==> src/rtl/alu_pkg.sv <==
// Shared opcode encodings and handshake FSM states for the multicycle ALU.
package alu_pkg;

    localparam logic [3:0] OP_ADD = 4'b0000;
    localparam logic [3:0] OP_SUB = 4'b0001;
    localparam logic [3:0] OP_MUL = 4'b0010;
    localparam logic [3:0] OP_DIV = 4'b0011;
    localparam logic [3:0] OP_SHL = 4'b0100;
    localparam logic [3:0] OP_SHR = 4'b0101;
    localparam logic [3:0] OP_AND = 4'b1000;
    localparam logic [3:0] OP_OR  = 4'b1001;
    localparam logic [3:0] OP_XOR = 4'b1010;
    localparam logic [3:0] OP_NOR = 4'b1011;
    localparam logic [3:0] OP_SLT = 4'b1110;
    localparam logic [3:0] OP_SEQ = 4'b1111;

    typedef enum logic [1:0] {
        IDLE = 2'd0,
        BUSY = 2'd1,
        DONE = 2'd2
    } state_t;

endpackage

==> src/rtl/iter_muldiv.sv <==
// Iterative unsigned multiplier (shift-add) and restoring divider, one bit per cycle.
// lo/hi present the value the last iteration produces, qualified by done.
module iter_muldiv #(
    parameter int WIDTH = 32
) (
    input  logic             clk,
    input  logic             reset,
    input  logic             start,
    input  logic             op_div,
    input  logic [WIDTH-1:0] a,
    input  logic [WIDTH-1:0] b,
    output logic             busy,
    output logic             done,
    output logic [WIDTH-1:0] lo,
    output logic [WIDTH-1:0] hi
);

    localparam int CW = $clog2(WIDTH) + 1;

    logic [WIDTH-1:0] acc;
    logic [WIDTH-1:0] quo;
    logic [WIDTH-1:0] opb;
    logic             is_div;
    logic [CW-1:0]    count;

    logic [WIDTH:0]   sum;
    logic [WIDTH:0]   shifted;
    logic [WIDTH:0]   diff;
    logic             ge;
    logic [WIDTH-1:0] nxt_hi;
    logic [WIDTH-1:0] nxt_lo;

    // acc is the running high product half (MUL) or partial remainder (DIV);
    // quo shifts out multiplier bits (MUL) or shifts in quotient bits (DIV).
    always_comb begin
        sum     = {1'b0, acc} + (quo[0] ? {1'b0, opb} : '0);
        shifted = {acc, quo[WIDTH-1]};
        diff    = shifted - {1'b0, opb};
        ge      = (shifted >= {1'b0, opb});
        if (is_div) begin
            nxt_hi = ge ? diff[WIDTH-1:0] : shifted[WIDTH-1:0];
            nxt_lo = {quo[WIDTH-2:0], ge};
        end else begin
            nxt_hi = sum[WIDTH:1];
            nxt_lo = {sum[0], quo[WIDTH-1:1]};
        end
    end

    always_ff @(posedge clk or posedge reset) begin
        if (reset) begin
            acc    <= '0;
            quo    <= '0;
            opb    <= '0;
            is_div <= 1'b0;
            count  <= '0;
        end else if (start) begin
            acc    <= '0;
            quo    <= a;
            opb    <= b;
            is_div <= op_div;
            count  <= CW'(WIDTH);
        end else if (busy) begin
            acc   <= nxt_hi;
            quo   <= nxt_lo;
            count <= count - CW'(1);
        end
    end

    assign busy = (count != '0);
    assign done = (count == CW'(1));
    assign lo   = nxt_lo;
    assign hi   = nxt_hi;

endmodule

==> src/rtl/multicycle_alu.sv <==
// Registered ALU with valid/ready handshake; MUL/DIV delegated to iter_muldiv.
module multicycle_alu
    import alu_pkg::*;
#(
    parameter int WIDTH   = 32,
    parameter int SHAMT_W = 5
) (
    input  logic             clk,
    input  logic             reset,
    input  logic             in_valid,
    output logic             in_ready,
    input  logic [WIDTH-1:0] src_A,
    input  logic [WIDTH-1:0] src_B,
    input  logic [3:0]       ALU_control,
    output logic             out_valid,
    input  logic             out_ready,
    output logic [WIDTH-1:0] ALU_result,
    output logic [WIDTH-1:0] result_hi,
    output logic             zero,
    output logic             div_by_zero
);

    function automatic logic [WIDTH-1:0] single_op(input logic [3:0]       op,
                                                    input logic [WIDTH-1:0] a,
                                                    input logic [WIDTH-1:0] b);
        case (op)
            OP_SUB:  return a - b;
            OP_SHL:  return a << b[SHAMT_W-1:0];
            OP_SHR:  return a >> b[SHAMT_W-1:0];
            OP_AND:  return a & b;
            OP_OR:   return a | b;
            OP_XOR:  return a ^ b;
            OP_NOR:  return ~(a | b);
            OP_SLT:  return {{(WIDTH-1){1'b0}}, (a < b)};
            OP_SEQ:  return {{(WIDTH-1){1'b0}}, (a == b)};
            default: return a + b;
        endcase
    endfunction

    state_t           state;
    state_t           state_next;
    logic             accept;
    logic             is_mul;
    logic             is_div;
    logic             div_zero;
    logic             start_md;
    logic             md_busy;
    logic             md_done;
    logic [WIDTH-1:0] md_lo;
    logic [WIDTH-1:0] md_hi;
    logic [WIDTH-1:0] single_res;

    assign is_mul     = (ALU_control == OP_MUL);
    assign is_div     = (ALU_control == OP_DIV);
    assign div_zero   = is_div && (src_B == '0);
    assign in_ready   = (state == IDLE) || (state == DONE && out_ready);
    assign accept     = in_valid && in_ready;
    assign start_md   = accept && (is_mul || (is_div && !div_zero));
    assign out_valid  = (state == DONE);
    assign single_res = single_op(ALU_control, src_A, src_B);

    iter_muldiv #(.WIDTH(WIDTH)) u_muldiv (
        .clk    (clk),
        .reset  (reset),
        .start  (start_md),
        .op_div (is_div),
        .a      (src_A),
        .b      (src_B),
        .busy   (md_busy),
        .done   (md_done),
        .lo     (md_lo),
        .hi     (md_hi)
    );

    always_ff @(posedge clk or posedge reset) begin
        if (reset) state <= IDLE;
        else       state <= state_next;
    end

    // Accepting in DONE chains straight into the next op for back-to-back throughput.
    always_comb begin
        state_next = state;
        case (state)
            IDLE, DONE: begin
                if (accept)                          state_next = start_md ? BUSY : DONE;
                else if (state == DONE && out_ready) state_next = IDLE;
            end
            BUSY: begin
                if (md_done)       state_next = DONE;
                else if (!md_busy) state_next = IDLE;
            end
            default: state_next = IDLE;
        endcase
    end

    always_ff @(posedge clk or posedge reset) begin
        if (reset) begin
            ALU_result  <= '0;
            result_hi   <= '0;
            zero        <= 1'b0;
            div_by_zero <= 1'b0;
        end else if (accept) begin
            if (start_md) begin
                ALU_result  <= '0;
                result_hi   <= '0;
                zero        <= 1'b0;
                div_by_zero <= 1'b0;
            end else if (div_zero) begin
                ALU_result  <= '1;
                result_hi   <= src_A;
                zero        <= 1'b0;
                div_by_zero <= 1'b1;
            end else begin
                ALU_result  <= single_res;
                result_hi   <= '0;
                zero        <= (single_res == '0);
                div_by_zero <= 1'b0;
            end
        end else if (state == BUSY && md_done) begin
            ALU_result  <= md_lo;
            result_hi   <= md_hi;
            zero        <= (md_lo == '0);
            div_by_zero <= 1'b0;
        end
    end

endmodule

==> config.mk <==
export PLATFORM = sky130hd
export DESIGN_NAME = multicycle_alu
export DESIGN_NICKNAME = d
export VERILOG_FILES = /design/src/rtl/alu_pkg.sv /design/src/rtl/iter_muldiv.sv /design/src/rtl/multicycle_alu.sv
export SDC_FILE = /design/constraint.sdc
export NUM_CORES = 1
export LEC_CHECK = 0
export CELL_PAD_IN_SITES_DETAIL_PLACEMENT = 0
export CELL_PAD_IN_SITES_GLOBAL_PLACEMENT = 1
export CORE_UTILIZATION = 40
export CTS_CLUSTER_SIZE = 20
export DETAILED_ROUTE_END_ITERATION = 6
export MAX_ROUTING_LAYER = met4
export PLACE_DENSITY_LB_ADDON = 0.1
export SETUP_SLACK_MARGIN = 0.2
export SLEW_MARGIN = 20
export SYNTH_ARGS = -nofsm -noshare
export SYNTH_HDL_FRONTEND = slang
export SYNTH_SLANG_ARGS = --single-unit
==> constraint.sdc <==
create_clock -name clk -period 8.8 [get_ports clk]
set_input_delay 1.76 -clock clk [delete_from_list [all_inputs] [get_ports clk]]
set_output_delay 1.76 -clock clk [all_outputs]
set_load 0.01 [all_outputs]
# Word level (Yosys, flattened, before mapping)
# Index checks and enable logic that the tools add are counted.
[classes]
multipliers = 0
n_lt_le_gt_ge = 2
n_addsub = 5
shifts = 2
n_bitwise = 4
reduce_logical = 18
div = 0
eq_ne = 17
n_mux = 33
[op_table]
columns = ["operator", "n"]
rows = [
  ["32-bit 2-to-1 mux", 16],
  ["32-bit one-hot mux with 9 select lines", 1],
  ["32-bit logical NOT", 3],
  ["32-bit subtractor", 2],
  ["32-bit by 32-bit adder with 33-bit output", 1],
  ["33-bit by 32-bit greater-or-equal comparator with 1-bit output", 1],
  ["32-bit adder", 1],
  ["32-bit bitwise AND", 1],
  ["32-bit == test", 1],
  ["32-bit less-than comparator", 1],
  ["32-bit inverter", 1],
  ["32-bit OR", 1],
  ["32-bit by 5-bit << shifter with 32-bit output", 1],
  ["32-bit by 5-bit right shift with 32-bit output", 1],
  ["32-bit bitwise XOR", 1],
  ["4-bit == test, second input constant", 6],
  ["6-bit 2-to-1 mux", 2],
  ["2-bit 2-to-1 mux", 5],
  ["4-bit by 2-bit == test with 1-bit output, second input constant", 2],
  ["4-bit by 3-bit == test with 1-bit output, second input constant", 2],
  ["1-bit 2-to-1 mux", 8],
  ["6-bit by 1-bit == test with 1-bit output, second input constant", 1],
  ["1-bit logical AND", 6],
  ["3-bit inequality test, second input constant", 2],
  ["other kinds (12)", 14],
]
[totals]
mem_count = 0
romBits = 0
latchBits = 0
output_inout_bits = 68
reg_bits = 171
mem_bits_rw = 0
input_bits = 72
wordCells = 91

# Logic depth before layout (Yosys ltp)
# Gate-level depths: netlist of the first run.
[logic_depth]
word_depth = 9
mapped_depth = 18
ltp_nobuf = 15

# Modules after synthesis
# From an unflattened synthesis of the first run, not the netlist that was laid out.
[hier_totals]
cells_unflattened = 2975
area_unflattened_um2 = 22939.5
[modules_own_cells]
columns = ["mod", "cells_per_inst", "seq_area_each_um2", "area_per_inst_um2", "instances"]
rows = [
  ["multicycle_alu", 1766, 1701.6, 13401.6, 1],
  ["iter_muldiv", 1209, 2577.5, 9537.9, 1],
]

# Least setup slack after synthesis of the first run
# No wires, ideal clock.
[synth_path]
path_kind = "input-to-reg"
startpoint = "input port src_B[2]"
endpoint = "register ALU_result[25]"
path_stages = 17
slack_ns = 3.207
required_time_ns = 8.675
path_buffers = 5
setup_ns = 0.125
arrival_time_ns = 5.468
path_cell_list = "buf_4 > buf_2 > inv_1 > clkbuf_1 > clkbuf_1 > ha_1 > buf_2 > o21ai_0 > nor2_1 > a21oi_1 > nand4b_1 > nand4b_1 > nand3_1 > a221o_1 > a2111oi_0 > o221ai_1 > mux2_2"
[synth_between]
elab_chain_len = 8
word_cells_on_any_way = 14
classes_between = "add/sub (2); shift (2); mux (4); reduce/logical (6)"
[synth_lines]
columns = ["item", "line", "rtl"]
rows = [
  ["start, declared", "multicycle_alu.sv:13", "input logic [WIDTH-1:0] src_B,"],
  ["branches (longest 6 deep; another with 32-bit adder)", "--", ""],
  ["32-bit 2-to-1 mux *", "multicycle_alu.sv:103", "if (start_md) begin"],
  ["32-bit 2-to-1 mux *", "multicycle_alu.sv:102", "end else if (accept) begin"],
  ["end signal, assigned", "multicycle_alu.sv:114", "ALU_result <= single_res;"],
  ["end signal, assigned", "multicycle_alu.sv:120", "ALU_result <= md_lo;"],
  ["end, declared", "multicycle_alu.sv:17", "output logic [WIDTH-1:0] ALU_result,"],
]
# Mark *: on every way between the ends.
# A chain may end at the register's enable or synchronous reset.

# Worst setup path after layout of the first run
[layout_path]
startpoint = "input port src_A[8]"
endpoint = "register ALU_result[25]"
[layout_between]
elab_chain_len = 5
word_cells_on_any_way = 8
classes_between = "add/sub (2); shift (2); mux (4)"
[layout_lines]
columns = ["item", "line", "rtl"]
rows = [
  ["start, declared", "multicycle_alu.sv:12", "input logic [WIDTH-1:0] src_A,"],
  ["32-bit adder, or another cell as far along", "multicycle_alu.sv:36", "default: return a + b;"],
  ["32-bit one-hot mux with 9 select lines *", "multicycle_alu.sv:26", "case (op)"],
  ["32-bit 2-to-1 mux *", "multicycle_alu.sv:108", "end else if (div_zero) begin"],
  ["32-bit 2-to-1 mux *", "multicycle_alu.sv:103", ""],
  ["32-bit 2-to-1 mux *", "multicycle_alu.sv:102", ""],
]
# Every way passes the cells marked *; elsewhere a longest branch is shown, timed or not.

==> metrics.cfg, run 1 <==
[outcome]
status=finished clean

[critical_path]
crit_slowest_cell=clkdlybuf4s50_1
start_kind=primary input
required_ns=9.21
cpPeakStageDelay_ns=1.00
cp.arrival_ns=7.05
crit_chain=clkdlybuf4s50_1 > inv_1 > ha_1 > nor4_1 > and3_1 > o31a_1 > o31ai_1 > buf_4 > a21oi_1 > a211oi_1 > a221o_1 > a2111oi_0 > o221ai_1 > mux2_2
crit_path_max_fanout=13
cp_top_family=compound AO/OA/AOI/OAI gates
critPathBufInv=3
rrSetupSlack_ns=3.76
worstSetupEndpointType=flop
worstSetupPathType=in -> reg

[run]
drv_cap=0

[power_and_ir_drop]
combPwrFrac=0.680
p_total_uw=7220
internal_power_uw=3500
power_leakage_uw=0.0103
p_seq_frac=0.202
netSwitchingPower_uw=3730
max-vdd-ir-drop_mv=0.224
clockPowerShare=0.118
p_sw_frac=0.516
p_per_area_nw_per_um2=295

[synthesis]
yosysUniqueCellTypes=97
yosys_warnings=0
async_flop_share=1.00
synth_ff_type=dfrtp_1
ys_seq_area_frac=0.194
synthesis.area_sq_um=22000
synth-edff-count=0
syn_area_per_cell_sq_um=7.66
syn_inst=2875
synth_seq_cells=171
syn-num-nets=3114

[floorplanning]
dieHeight_um=237
dieArea_sq_um=56000
rows=85
dieWidth_um=237
io-pin-count=140
initial_core_util=0.407
coreArea_sq_um=54100

[layout]
drive_gt1_frac=0.0853
final_cell_mix=nand2_1, nor2_1, a21oi_1, o21ai_0, dfrtp_1
utilization=0.453
layout_commonest_cell=nand2_1
multi_input_area_sq_um=16300
regArea_sq_um=4280
stdcell_count=3585
fillers=5437
area_growth_syn_to_layout_pct=11.2
fin_nets=3111

[route]
drt-initial-drc-count=3347
totalWireLength_um=114000
wire_per_inst_um=31.8
via_count=24400
avgViaCountPerCell=6.80
drc=0
ant_nets=0
first_pass_iters=6

[sta]
hold_viol=0
slew_viol_final=0
layout_worst_path_cycle_share=0.754
final.setup_skew_ns=0.0214
setup_viol=0
relSlewSlack=0.187
layout_min_cycle_time_ns=6.64
rsz0062_at_grt=no
worst_slew_pin_slew_ns=1.20
setup-tns-final_ns=0
max_freq_mhz=151

[placement]
place_congestion=1.04
io_buffers=139
dp_cells=3549
post-dp-hpwl_um=86300

[clocking]
tritoncts=done
cts_resized=0
clkTransAtPathRegs_ns=0.09
clk_path_buf_depth=2
cts_buffers=17
clk_latency_ns=0.53
post_cts_buffers=0
clock-sinks=171
cts_max_level=4
cts-root-buf=clkbuf_16
cts-hold-fix-buffers=0

[global_route]
grt_usage=0.414
grt_remaining_overflow=0
grt_pass1_vias=22800
grt_pass1_wl_um=164000
grt_antenna_before_repair=5
grt_max_degree=109

[hold_path]
hp-class=reg -> reg

-- power groups by stage --
stage / sequential (uW) / clock (uW) / combinational (uW)
finish: 1460 / 853 / 4910
global route: 1490 / 887 / 5300
CTS: 1440 / 866 / 4820
detailed placement: 1450 / 0 / 4800
global placement: 1450 / 0 / 4740
floorplan: 1390 / 0 / 3290
-- per-stage QoR --
stage / worst slack, ns / area (sq um) / hold slack (ns)
after floorplan: 2.41 / 22000 / 0.470
after detailed placement: 1.82 / 23900 / 0.480
final: 2.16 / 24500 / 0.492
after CTS: 2.35 / 24500 / 0.496
after global routing: 1.99 / 24500 / 0.520
after global placement: 1.78 / 23900 / 0.469
-- registers in the layout, summed over array words and instances, names as in the netlist --
signal	count
div_by_zero	1
u_muldiv.quo	32
u_muldiv.count	6
zero	1
result_hi	32
u_muldiv.is_div	1
state	2
ALU_result	32
u_muldiv.acc	32
u_muldiv.opb	32
-- path summary, 6_finish.rpt --
check / from / to / cells after the start
max: src_A[8] / ALU_result[25] / 14
min: ALU_result[2] / ALU_result[2] / 2
max reg2reg: u_muldiv.quo[0] / result_hi[31] / 15
min in group asynchronous: reset / result_hi[2] / 2
max in group asynchronous: reset / u_muldiv.acc[19] / 3
min reg2reg: ALU_result[2] / ALU_result[2] / 2
-- tightest hold or removal path, delay by kind of cell, from the launching register on --
kind            cells  cell delay (ns)
simple gates        1             0.05
flops               1             0.35
compound gates      1             0.06
-- layout make-up --
class,count,area share
sequential,171,0.175
antenna,4,0.000408
tap,696,0.0355
clock inverter,14,0.00705
timing repair buffer,203,0.0759
inverter,153,0.0237
clock buffer,18,0.0175
multi-input combinational,2326,0.665
-- logic make-up after synthesis --
logic type,after synthesis,share of synthesized area
AOI/OAI and AO/OA,961,0.287
muxes,187,0.124
xor gates and xnor gates,68,0.0270
buffers and inverters,378,0.0683
and+or+nand+nor,943,0.204
adders and majority gates,167,0.0962
DFF,171,0.194
-- synthesized netlist by cell type (49+ instances only) --
cell / instances / share of area
nand2_1: 274 / 0.047
nor2_1: 261 / 0.044
a21oi_1: 249 / 0.057
o21ai_0: 202 / 0.046
dfrtp_1: 171 / 0.19
clkbuf_1: 166 / 0.028
ha_1: 163 / 0.093
inv_1: 152 / 0.026
mux2i_1: 84 / 0.038
nand3_1: 79 / 0.018
a211oi_1: 65 / 0.022
mux4_2: 64 / 0.065
nor3_1: 60 / 0.014
o211ai_1: 60 / 0.020
xnor2_1: 49 / 0.019
-- per-layer routing --
metal  wire [um]  share of wire  track usage  vias up
met5           0              0            -        -
met4        6800          0.060        0.226        0
met3       10100          0.088       0.0776      275
met2       50300           0.44        0.613     1403
met1       46800           0.41        0.533    12000
li1            -              -            -    10600
Note: power is estimated with default switching activity, not from simulation.
==> inputs of run 2 (changes only) <==
Clock period 8.8 ns to 6.69 ns, I/O delays scaled along.
==> run 2 against run 1 <==
Wire length is essentially flat. Hold slack worse by 0.0051 ns. First-iteration DRC count down 11%. Critical path depth unchanged. Register-to-register slack worse by 2.0 ns. Die area is the same. Sequential power increased by 34%. Via count is 0.83% higher. Power is 33% higher. Critical path type unchanged. Largest power group unchanged.
==> metrics.cfg, run 2 (synthesized netlist as in run 1, its figures left out) <==
[floorplanning]
rows=85  ; unchanged
dieHeight_um=237  ; unchanged
coreArea_sq_um=54100  ; unchanged
io-pin-count=140  ; unchanged
dieWidth_um=237  ; unchanged
dieArea_sq_um=56000  ; unchanged
initial_core_util=0.407  ; unchanged

[critical_path]
crit_slowest_cell=clkdlybuf4s50_1
required_ns=7.09  ; -2.12 ns
crit_start=src_B[4]
regToRegEndpoint=result_hi[31]
cpPeakStageDelay_ns=0.78  ; -0.22 ns
worstSetupEndpointType=flop
crit_path_max_fanout=10  ; -3
critPathBufInv=3  ; unchanged
crit_cells=14  ; unchanged
reg2regPathDepth=14  ; -1
cp.arrival_ns=6.14  ; -0.91 ns
r2r-start=u_muldiv.quo[0]
cp_top_family=compound AO/OA/AOI/OAI gates
crit_chain=clkdlybuf4s50_1 > inv_1 > ha_1 > nor3_1 > nor2b_1 > o31a_1 > o31ai_1 > a21oi_1 > a211oi_1 > o221ai_1 > a2111oi_0 > buf_4 > o221ai_1 > mux2_2
crit_top_cell=o221ai_1
worstSetupPathType=in -> reg
crit_path_end=ALU_result[25]
start_kind=primary input
rrSetupSlack_ns=1.76  ; -2.00 ns

[route]
totalWireLength_um=114000  ; about the same
ant_nets=0  ; unchanged
drt-initial-drc-count=2968  ; -11%
drc=0  ; unchanged
first_pass_iters=6  ; unchanged
wire_per_inst_um=31.4  ; -1.2%
avgViaCountPerCell=6.76  ; -0.47%
via_count=24600  ; +0.83%

[clocking]
clk_latency_ns=0.51  ; -0.02 ns
clock-sinks=171  ; unchanged
cts_resized=0  ; unchanged
clk_path_buf_depth=2  ; unchanged
cts_buffers=17  ; unchanged
post_cts_buffers=0  ; unchanged
clkTransAtPathRegs_ns=0.08  ; about the same
cts-hold-fix-buffers=0  ; unchanged
tritoncts=done
cts_max_level=4  ; unchanged
cts-root-buf=clkbuf_16

[power_and_ir_drop]
clockPowerShare=0.122  ; +0.004
power_leakage_uw=0.0105  ; +2.7%
p_per_area_nw_per_um2=386  ; +31%
p_seq_frac=0.203  ; about the same
netSwitchingPower_uw=4920  ; +32%
combPwrFrac=0.675  ; -0.005
max-vdd-ir-drop_mv=0.337  ; +50%
internal_power_uw=4700  ; +35%
p_sw_frac=0.511  ; -0.00488

[sta]
max_freq_mhz=174
relSlewSlack=0.328  ; +0.141
hold_viol=0  ; unchanged
setup_viol=0  ; unchanged
slew_viol_final=0  ; unchanged
rsz0062_at_grt=no
layout_min_cycle_time_ns=5.75
final.setup_skew_ns=0.0143  ; -0.00705 ns
setup-tns-final_ns=0  ; unchanged
worst_slew_pin_slew_ns=1.00  ; -0.201 ns
layout_worst_path_cycle_share=0.859

[global_route]
grt_antenna_before_repair=1  ; -4
grt_remaining_overflow=0  ; unchanged
met2_usage=0.607  ; -0.00561
use_met3=0.0759  ; -0.00175
grt_usage=0.415  ; +0.000859
top_usage_layer=met2
met1_usage=0.544  ; +0.0109
grt_pass1_vias=23000  ; +0.71%
grt_pass1_wl_um=165000  ; +0.44%
grt_max_degree=82  ; -25%

[placement]
io_buffers=139  ; unchanged
place_congestion=1.07  ; +2.8%
post_dp_cell_area_sq_um=24300  ; +1.7%
post-dp-hpwl_um=87600  ; +1.6%

[outcome]
status=finished clean

[run]
drv_cap=0  ; unchanged

[layout]
fin_nets=3161  ; +1.6%
final_cell_mix=nand2_1, nor2_1, a21oi_1, o21ai_0, dfrtp_1
layout_commonest_cell=nand2_1
area_growth_syn_to_layout_pct=13.3
postLayoutCellArea_sq_um=25000  ; +1.8%
drive_gt1_frac=0.102  ; +0.0166

[hold_path]
worstHoldPathCells=1  ; -1
hp-class=reg -> reg

[run 2: worst min path at each step]
stage / slack (ns) / startpoint / endpoint
2_1_floorplan: 0.47 / u_muldiv.opb[0] / u_muldiv.opb[0]
6_report: 0.49 / ALU_result[10] / ALU_result[10]
4_1_cts: 0.49 / ALU_result[10] / ALU_result[10]
3_3_place_gp: 0.46 / ALU_result[10] / ALU_result[10]
3_5_place_dp: 0.47 / ALU_result[10] / ALU_result[10]
5_1_grt: 0.50 / ALU_result[10] / ALU_result[10]
[run 2: power groups by stage]
stage          sequential, uW  clock (uW)  combinational [uW]
3_3_place_gp             1940           0                6280
4_1_cts                  1930        1190                6370
2_1_floorplan            1830           0                4330
3_5_place_dp             1940           0                6330
6_report                 1950        1180                6500
5_1_grt                  1990        1230                7010
[run 2: final cells by class]
cell class / instances / area, sq um
flip-flops and latches: 171 / 4280
clock inverters: 15 / 219
well taps: 696 / 871
multi-input cells: 2326 / 16300
fillers: 5441 / 29200
clock buffers: 17 / 425
repair buffers: 253 / 2260
diodes: 1 / 2.50
inverters: 153 / 582
[run 2: metal layers]
layer / wire, um / vias up
li1: - / 10800
met3: 10400 / 297
met1: 47600 / 12100
met5: 0 / -
met4: 6740 / 0
met2: 49400 / 1454
[run 2: worst reg2reg max path, delay by kind of cell, from the launching register on]
family	cells	cell delay (ns)
adder cells (fa/ha/maj)	1	0.43
buffers and inverters	1	0.36
AND/OR/NAND/NOR	3	0.68
flip-flops	1	0.63
AO/OA/AOI/OAI	9	2.71
[run 2: per-stage QoR]
stage               hold slack (ns)  utilization  worst slack, ns  total power [uW]  std cells
finish                        0.487        0.461            0.942              9630       3632
floorplan                     0.470            -            0.720              6160       2875
CTS                           0.487        0.461             1.08              9500       3631
global route                  0.497        0.461            0.723             10200       3631
global placement              0.465        0.449            0.664              8220       3599
detailed placement            0.469        0.449            0.566              8280       3599
